$ cat config.mk
export PLATFORM = sky130hd
export DESIGN_NAME = mem_req_arbiter
export DESIGN_NICKNAME = d
export VERILOG_FILES = /design/src/rtl/mem_req_arbiter.sv
export SDC_FILE = /design/constraint.sdc
export NUM_CORES = 1
export LEC_CHECK = 0
export CELL_PAD_IN_SITES_DETAIL_PLACEMENT = 1
export CELL_PAD_IN_SITES_GLOBAL_PLACEMENT = 2
export CORE_MARGIN = 4
export CORE_UTILIZATION = 32
export DETAILED_ROUTE_END_ITERATION = 10
export PLACE_DENSITY_LB_ADDON = 0.12
export SYNTH_ARGS = -nofsm -noshare
export SYNTH_HDL_FRONTEND = slang
export SYNTH_SLANG_ARGS = --single-unit
$ cat constraint.sdc
create_clock -name clk -period 15.6 [get_ports clk]
set_clock_uncertainty 0.05 [all_clocks]
set_input_delay 1.56 -clock clk [delete_from_list [all_inputs] [get_ports clk]]
set_output_delay 1.56 -clock clk [all_outputs]
set_load 0.03 [all_outputs]
$ cat src/rtl/mem_req_arbiter.sv
// Arbitrates icache refill, dcache refill and dcache write-back onto one AXI line master.
// It moves one line per transaction as LINE_WORDS 32-bit beats.
module mem_req_arbiter #(
  parameter int LINE_WORDS = 4,
  parameter int STARVE_MAX = 4
) (
  input  logic                     clk,
  input  logic                     rst,
  input  logic                     inst_ren_i,
  input  logic [31:0]              inst_addr_i,
  input  logic                     inst_abort_i,
  output logic                     inst_rvalid_o,
  input  logic                     data_ren_i,
  input  logic [31:0]              data_raddr_i,
  output logic                     data_rvalid_o,
  output logic [32*LINE_WORDS-1:0] line_rdata_o,
  input  logic                     data_wen_i,
  input  logic [31:0]              data_waddr_i,
  input  logic [32*LINE_WORDS-1:0] data_wdata_i,
  output logic                     data_bvalid_o,
  output logic                     dev_rrdy_o,
  output logic                     dev_wrdy_o,
  output logic [7:0]               axi_len_o,
  output logic                     axi_ren_o,
  output logic [31:0]              axi_raddr_o,
  input  logic                     axi_arready_i,
  input  logic [31:0]              axi_rdata_i,
  input  logic                     axi_rvalid_i,
  output logic                     axi_wen_o,
  output logic [31:0]              axi_waddr_o,
  input  logic                     axi_awready_i,
  output logic [31:0]              axi_wdata_o,
  output logic                     axi_wvalid_o,
  output logic                     axi_wlast_o,
  input  logic                     axi_wready_i,
  input  logic                     axi_bvalid_i
);

  localparam int CW = (LINE_WORDS > 1) ? $clog2(LINE_WORDS) : 1;
  localparam int SW = $clog2(STARVE_MAX + 1);
  localparam logic [CW-1:0] LAST_BEAT  = CW'(LINE_WORDS - 1);
  localparam logic [SW-1:0] STARVE_LIM = SW'(STARVE_MAX);

  typedef enum logic [2:0] {IDLE, RADDR, RDATA, RDONE, WADDR, WDATA, WRESP} state_t;
  typedef enum logic [1:0] {REQ_INST, REQ_DREAD, REQ_DWRITE} req_t;

  state_t                  state;
  req_t                    owner;
  logic [CW-1:0]           beat_cnt;
  logic [SW-1:0]           starve_cnt;
  logic                    abort_flag;
  logic [32*LINE_WORDS-1:0] line_buf;
  logic [32*LINE_WORDS-1:0] wline;
  logic [32*LINE_WORDS-1:0] assembled;
  logic                    inst_wins;
  logic                    inst_owned;

  assign inst_wins  = inst_ren_i && (starve_cnt == STARVE_LIM);
  assign inst_owned = (owner == REQ_INST);

  always_comb begin
    assembled = line_buf;
    assembled[32*int'(beat_cnt) +: 32] = axi_rdata_i;
  end

  assign axi_len_o   = 8'(LINE_WORDS - 1);
  assign dev_rrdy_o  = (state == IDLE);
  assign dev_wrdy_o  = (state == IDLE);
  assign axi_wdata_o = wline[32*int'(beat_cnt) +: 32];
  assign axi_wlast_o = axi_wvalid_o && (beat_cnt == LAST_BEAT);

  // The write-back ack follows bvalid directly, so the dcache drops its request
  // on the same edge that we return to IDLE and cannot be granted twice.
  assign data_bvalid_o = (state == WRESP) && axi_bvalid_i;

  always_ff @(posedge clk or posedge rst) begin
    if (rst) begin
      state         <= IDLE;
      owner         <= REQ_INST;
      beat_cnt      <= '0;
      starve_cnt    <= '0;
      abort_flag    <= 1'b0;
      line_buf      <= '0;
      wline         <= '0;
      line_rdata_o  <= '0;
      axi_raddr_o   <= '0;
      axi_waddr_o   <= '0;
      axi_ren_o     <= 1'b0;
      axi_wen_o     <= 1'b0;
      axi_wvalid_o  <= 1'b0;
      inst_rvalid_o <= 1'b0;
      data_rvalid_o <= 1'b0;
    end else begin
      case (state)
        IDLE: begin
          abort_flag <= 1'b0;
          beat_cnt   <= '0;
          if (data_wen_i && !inst_wins) begin
            owner       <= REQ_DWRITE;
            axi_waddr_o <= data_waddr_i;
            wline       <= data_wdata_i;
            axi_wen_o   <= 1'b1;
            state       <= WADDR;
            if (inst_ren_i) starve_cnt <= starve_cnt + 1'b1;
          end else if (data_ren_i && !inst_wins) begin
            owner       <= REQ_DREAD;
            axi_raddr_o <= data_raddr_i;
            axi_ren_o   <= 1'b1;
            state       <= RADDR;
            if (inst_ren_i) starve_cnt <= starve_cnt + 1'b1;
          end else if (inst_ren_i) begin
            owner       <= REQ_INST;
            axi_raddr_o <= inst_addr_i;
            axi_ren_o   <= 1'b1;
            state       <= RADDR;
            starve_cnt  <= '0;
          end
        end
        RADDR: begin
          if (inst_abort_i && inst_owned) abort_flag <= 1'b1;
          if (axi_arready_i) begin
            axi_ren_o <= 1'b0;
            state     <= RDATA;
          end
        end
        RDATA: begin
          if (inst_abort_i && inst_owned) abort_flag <= 1'b1;
          if (axi_rvalid_i) begin
            line_buf <= assembled;
            if (beat_cnt == LAST_BEAT) begin
              beat_cnt      <= '0;
              line_rdata_o  <= assembled;
              inst_rvalid_o <= inst_owned && !abort_flag && !inst_abort_i;
              data_rvalid_o <= (owner == REQ_DREAD);
              state         <= RDONE;
            end else begin
              beat_cnt <= beat_cnt + 1'b1;
            end
          end
        end
        RDONE: begin
          inst_rvalid_o <= 1'b0;
          data_rvalid_o <= 1'b0;
          abort_flag    <= 1'b0;
          state         <= IDLE;
        end
        WADDR: begin
          if (axi_awready_i) begin
            axi_wen_o    <= 1'b0;
            axi_wvalid_o <= 1'b1;
            state        <= WDATA;
          end
        end
        WDATA: begin
          if (axi_wready_i) begin
            if (beat_cnt == LAST_BEAT) begin
              beat_cnt     <= '0;
              axi_wvalid_o <= 1'b0;
              state        <= WRESP;
            end else begin
              beat_cnt <= beat_cnt + 1'b1;
            end
          end
        end
        WRESP: begin
          if (axi_bvalid_i) state <= IDLE;
        end
        default: state <= IDLE;
      endcase
    end
  end

endmodule

==> flow_summary.yaml, run 1 <==
grt:
  use_met3: 0.0706
  grt-busiest-layer: "met2"
  antenna_found_initial: 23
  grt_max_degree: 163
  grt_pass1_vias: 16000
  met1_usage: 0.246
  overflow: 0
  grt_use_total: 0.198
  grt_util_met2: 0.335
  grt_pass1_wl_um: 104000
cts:
  cts_buffers: 53
  cts.clk_slew.worst_paths_ns: 0.06
  numClockSinks: 464
  cts_setup_buffers: 0
  hold_buffers: 0
  clockBufferDepth: 3
  cts-root-buf: "clkbuf_16"
  cts-resized-gates: 0
  cts_tree: "yes"
  htree_num_levels: 2
  clock_latency_ns: 0.59
sta:
  max_slew.worst_pin.slew_ns: 1.40
  layout_setup_ws_ns: 10.96
  fin_crit_sh: 0.298
  finalSetupViolations: 0
  rsz0062_at_grt: "false"
  final-max-slew-violation-count: 0
  fin_crit_ns: 4.64
  finalSetupTns_ns: 0
  hold_viol: 0
  slew_headroom: 0.0674
  fmax_mhz: 215
drt:
  drc: 0
  ant_nets: 0
  wire_per_inst_um: 23.1
  via_count: 14800
  viasPerCell: 4.97
  dr.pass1.iters: 4
  detail_route.iter0.violations: 724
  totalWireLength_um: 68500
synth:
  synthCells: 1678
  yosys_warnings: 0
  synth.avg_cell_area_sq_um: 12.1
  synth_edf_count: 0
  synthesis.area_sq_mm: 0.0203
  ys_ff_latch: 464
  ys_async_sr_fraction: 1.00
  ys.flop_type: "dfrtp_1"
  yosysSeqAreaShare: 0.571
  yosysUniqueCellTypes: 50
die:
  die_area_sq_mm: 0.0677
  fp.dieH_um: 260
  initial_core_util: 0.323
  die_width_um: 260
  rows: 92
  ios: 508
  coreArea_sq_mm: 0.0630
placed_design:
  place.detailed.hpwl_um: 46000
  portBuffers: 499
  place_ws_ns: 10.77
  place_congestion: 0.763
  dpl_cell_area_sq_mm: 0.0257
power_and_ir_drop:
  p_per_area_mw_per_mm2: 200
  ir_drop_uv: 101
  power.leakage_nw: 12.1
cells_and_area:
  areaGrowthSynthToFinish_pct: 34.8
  final_nets: 2359
  nFillCells: 6639
  layout_commonest_cell: "clkdlybuf4s50_1"
  final_cell_mix: "clkdlybuf4s50_1 (499), dfrtp_1 (462), a21oi_1 (299), nor2_1 (165), nor2b_1 (132)"
  drive_gt1_frac: 0.146
  post-route-util: 0.435
  post-route-cell-area_sq_mm: 0.0274
setup_path:
  arrival_ns: 3.03
  end_kind: "output port"
  cp.required_ns: 13.99
  crit_path_start_kind: "flop"
  criticalPathCategory: "reg2out"
  ff2ff_path_depth: 4
  cp_max_fo: 38
min_path:
  min_path_cells: 1
  hold_path.class: "reg2reg"
job:
  cap_violations: 0
status:
  status: "finished, final reports clean"
flip-flops by register name (all words and copies together), names as in the netlist:
name           cells
owner              2
line_rdata_o     128
data_rvalid_o      1
abort_flag         1
axi_raddr_o       32
line_buf         128
axi_waddr_o       32
beat_cnt           2
starve_cnt         3
axi_wvalid_o       1
axi_wen_o          1
state              3
inst_rvalid_o      1
wline            128
axi_ren_o          1
routing by layer:
metal / share of wire / wire (um)
met1: 0.41 / 28000
met2: 0.49 / 33800
met3: 0.077 / 5270
met4: 0.018 / 1220
met5: 0.0034 / 231
logic make-up after synthesis:
| kind of cell | after synthesis | synth area share |
|---|---|---|
| xor+xnor | 3 | 0.00129 |
| flops | 464 | 0.571 |
| other cells | 2 | 0.000369 |
| mux | 225 | 0.155 |
| fa+ha+maj | 8 | 0.00492 |
| buf+inv | 174 | 0.0446 |
| compound gates | 453 | 0.138 |
| simple gates | 349 | 0.0855 |
path summary, 6_finish.rpt:
path	end	slack [ns]	from
setup / recovery	axi_wlast_o	10.96	beat_cnt[1]
hold / removal	axi_ren_o	0.44	axi_ren_o
setup reg to reg	line_buf[106]	11.37	beat_cnt[1]
hold reg to reg	axi_ren_o	0.44	axi_ren_o
max in group asynchronous	axi_raddr_o[12]	11.62	rst
min in group asynchronous	axi_waddr_o[28]	1.50	rst
synth_stat cells, drive strengths merged (6+ instances only):
cell type,n,share of area
dfrtp,464,0.57
nand2b,6,0.0018
buf,115,0.034
mux4,32,0.035
a22o,128,0.055
clkbuf,51,0.0094
and2,7,0.0022
mux2i,33,0.016
ha,8,0.0049
nor2b,132,0.041
nand2,22,0.0042
inv,7,0.0013
o21ai,10,0.0025
a21oi,299,0.074
mux2,160,0.10
nor2,165,0.030
final cells by class:
type / instances / area [sq um] / share of cell area
inverter: 8 / 38.8 / 0.00141
timing repair buffer: 511 / 5100 / 0.186
clock buffer: 79 / 1550 / 0.0564
clock inverter: 13 / 151 / 0.00552
tap: 846 / 1060 / 0.0386
antenna: 5 / 12.5 / 0.000456
multi-input combinational: 1046 / 7900 / 0.288
sequential: 464 / 11600 / 0.424
per-stage QoR:
stage               total power [mW]  hold WS (ns)  instances
floorplan                       3.29         0.408       1684
global placement                4.25         0.415       2875
detailed placement              4.30         0.421       2875
CTS                             5.58         0.444       2967
global route                    5.78         0.451       2968
finish                          5.49         0.437       2972
worst max-delay path, cell delays in order (launching register included):
cell,delay [ns]
dfrtp_2,1.07
ha_1,0.50
and2_1,0.18
clkdlybuf4s50_1,0.68
report_power, final:
part | internal [mW] | switching, mW | leakage [nW]
Sequential | 1.62 | 0.285 | 6.02
Combinational | 1.09 | 1.26 | 5.24
Clock | 0.729 | 0.508 | 0.840
Total | 3.44 | 2.05 | 12.1
Power figures use the tool's default switching activity.
==> run 2: changes to the inputs <==
==> constraint.sdc (replaced) <==
create_clock -name clk -period 4.9 [get_ports clk]
set_clock_uncertainty 0.05 [all_clocks]
set_input_delay 0.49 -clock clk [delete_from_list [all_inputs] [get_ports clk]]
set_output_delay 0.49 -clock clk [all_outputs]
set_load 0.03 [all_outputs]
==> run 2 against run 1 <==
Sequential power rose to 3.2 times the previous value. Critical path depth increased by 1. Power rose to 3.2 times the previous value. Via count increased by 0.35%. Worst hold slack got worse by 0.24 ns. Combinational power grew to 3.2 times the previous value. Critical path type unchanged. Largest cell class unchanged.
==> flow_summary.yaml, run 2 (synthesis gave the netlist of run 1 again) <==
sta:
  fin_crit_ns: 3.59
  layout_setup_ws_ns: 1.31
  max_slew.worst_pin.slew_ns: 0.921
  rsz0062_at_grt: "false"
  fin_crit_sh: 0.732
  hold_viol: 0
  hold_ws_ns: 0.196
  final-max-slew-violation-count: 0
  fmax_mhz: 279
  finalSetupViolations: 0
  slew_headroom: 0.377
setup_path:
  end_kind: "output port"
  criticalPathCategory: "reg2out"
  cp_max_fo: 36
  cp.required_ns: 4.36
  crit_path_start_kind: "flop"
  arrival_ns: 3.05
placed_design:
  dp_cells: 2882
  portBuffers: 499
  place_congestion: 0.746
  place_ws_ns: 1.40
  place.detailed.hpwl_um: 47400
die:
  fp.dieH_um: 260
  die_width_um: 260
  ios: 508
  rows: 92
  initial_core_util: 0.323
  coreArea_sq_mm: 0.0630
  die_area_sq_mm: 0.0677
drt:
  via_count: 14800
  detail_route.iter0.violations: 765
  drc: 0
  wire_per_inst_um: 22.9
  ant_nets: 0
  totalWireLength_um: 68400
  viasPerCell: 4.96
  dr.pass1.iters: 4
cells_and_area:
  nFillCells: 6618
  seq_area_sq_mm: 0.0116
  top_regs: "line_buf x128, line_rdata_o x128, wline x128"
  final_cell_mix: "clkdlybuf4s50_1 (499), dfrtp_1 (462), a21oi_1 (299), nor2_1 (165), nor2b_1 (132)"
  fin_cells: 2986
  multi_input_area_sq_mm: 0.00790
  layout_commonest_cell: "clkdlybuf4s50_1"
  areaGrowthSynthToFinish_pct: 35.4
  post-route-util: 0.437
  final_nets: 2367
  drive_gt1_frac: 0.149
grt:
  antenna_found_initial: 25
  grt_use_total: 0.200
  grt_max_degree: 126
  overflow: 0
  grt_pass1_vias: 16200
  grt_pass1_wl_um: 105000
cts:
  cts-resized-gates: 0
  cts-root-buf: "clkbuf_16"
  clock_latency_ns: 0.60
  clockBufferDepth: 3
  cts_buffers: 54
  numClockSinks: 464
  htree_num_levels: 2
  cts.clk_slew.worst_paths_ns: 0.06
  hold_buffers: 0
  cts_setup_buffers: 0
  cts_tree: "yes"
power_and_ir_drop:
  power.leakage_nw: 12.1
  ir_drop_uv: 300
  p_per_area_mw_per_mm2: 631
min_path:
  hold_path.class: "in2async"
job:
  cap_violations: 0
status:
  status: "finished, final reports clean"
run 2: changes by cell type in the layout (fill, tap and decap cells not counted), sizes merged:
cell,previous run,this run
clkinvlp,0,2
inv,7,6
diode,5,6
buf,12,19
clkinv,11,8
bufinv,3,0
clkbuf,79,90
run 2: final timing paths:
kind | slack [ns] | from | depth (start not counted) | end
setup / recovery | 1.31 | beat_cnt[0] | 4 | axi_wlast_o
hold / removal | 0.20 | rst | 2 | wline[71]
setup reg to reg | 1.47 | beat_cnt[1] | 5 | line_buf[7]
hold reg to reg | 0.44 | line_buf[92] | 1 | line_buf[92]
max in group asynchronous | 3.44 | rst | 3 | beat_cnt[0]
min in group clk | 0.44 | line_buf[92] | 1 | line_buf[92]
run 2: stage by stage:
stage | TNS (ns) | power, mW | area, sq um
2_1_floorplan | -891.32 | 10.5 | 20400
3_3_place_gp | 0 | 13.5 | 25800
3_5_place_dp | 0 | 13.6 | 25800
4_1_cts | 0 | 17.7 | 27500
5_1_grt | 0 | 18.4 | 27500
6_report | 0 | 17.4 | 27500
run 2: routing by layer:
layer | vias up | part of all wire | wire length, um | GRT usage
met5 | - | 0.0042 | 289 | 0
met4 | 44 | 0.016 | 1110 | 0.0356
met3 | 110 | 0.083 | 5650 | 0.0789
met2 | 348 | 0.48 | 33100 | 0.329
met1 | 7603 | 0.41 | 28300 | 0.254
li1 | 6709 | - | - | -
run 2: final cells by class:
class / instances / share of cell area
Antenna cell: 6 / 0.000545
Clock buffer: 90 / 0.0598
Clock inverter: 8 / 0.00195
Inverter: 8 / 0.00127
Multi-Input combinational cell: 1046 / 0.287
Sequential cell: 464 / 0.422
Tap cell: 846 / 0.0384
Timing Repair Buffer: 518 / 0.190
run 2: worst max-delay path: stages, from the launching register on:
cell and delay, ns:
dfrtp_2 0.41, buf_4 0.64, ha_1 0.46, and2_1 0.18, clkdlybuf4s50_1 0.74
run 2: report_power, final:
| part | internal [mW] | switching, mW |
|---|---|---|
| Sequential | 5.17 | 0.859 |
| Clock | 2.27 | 1.63 |
| Combinational | 3.45 | 4.02 |
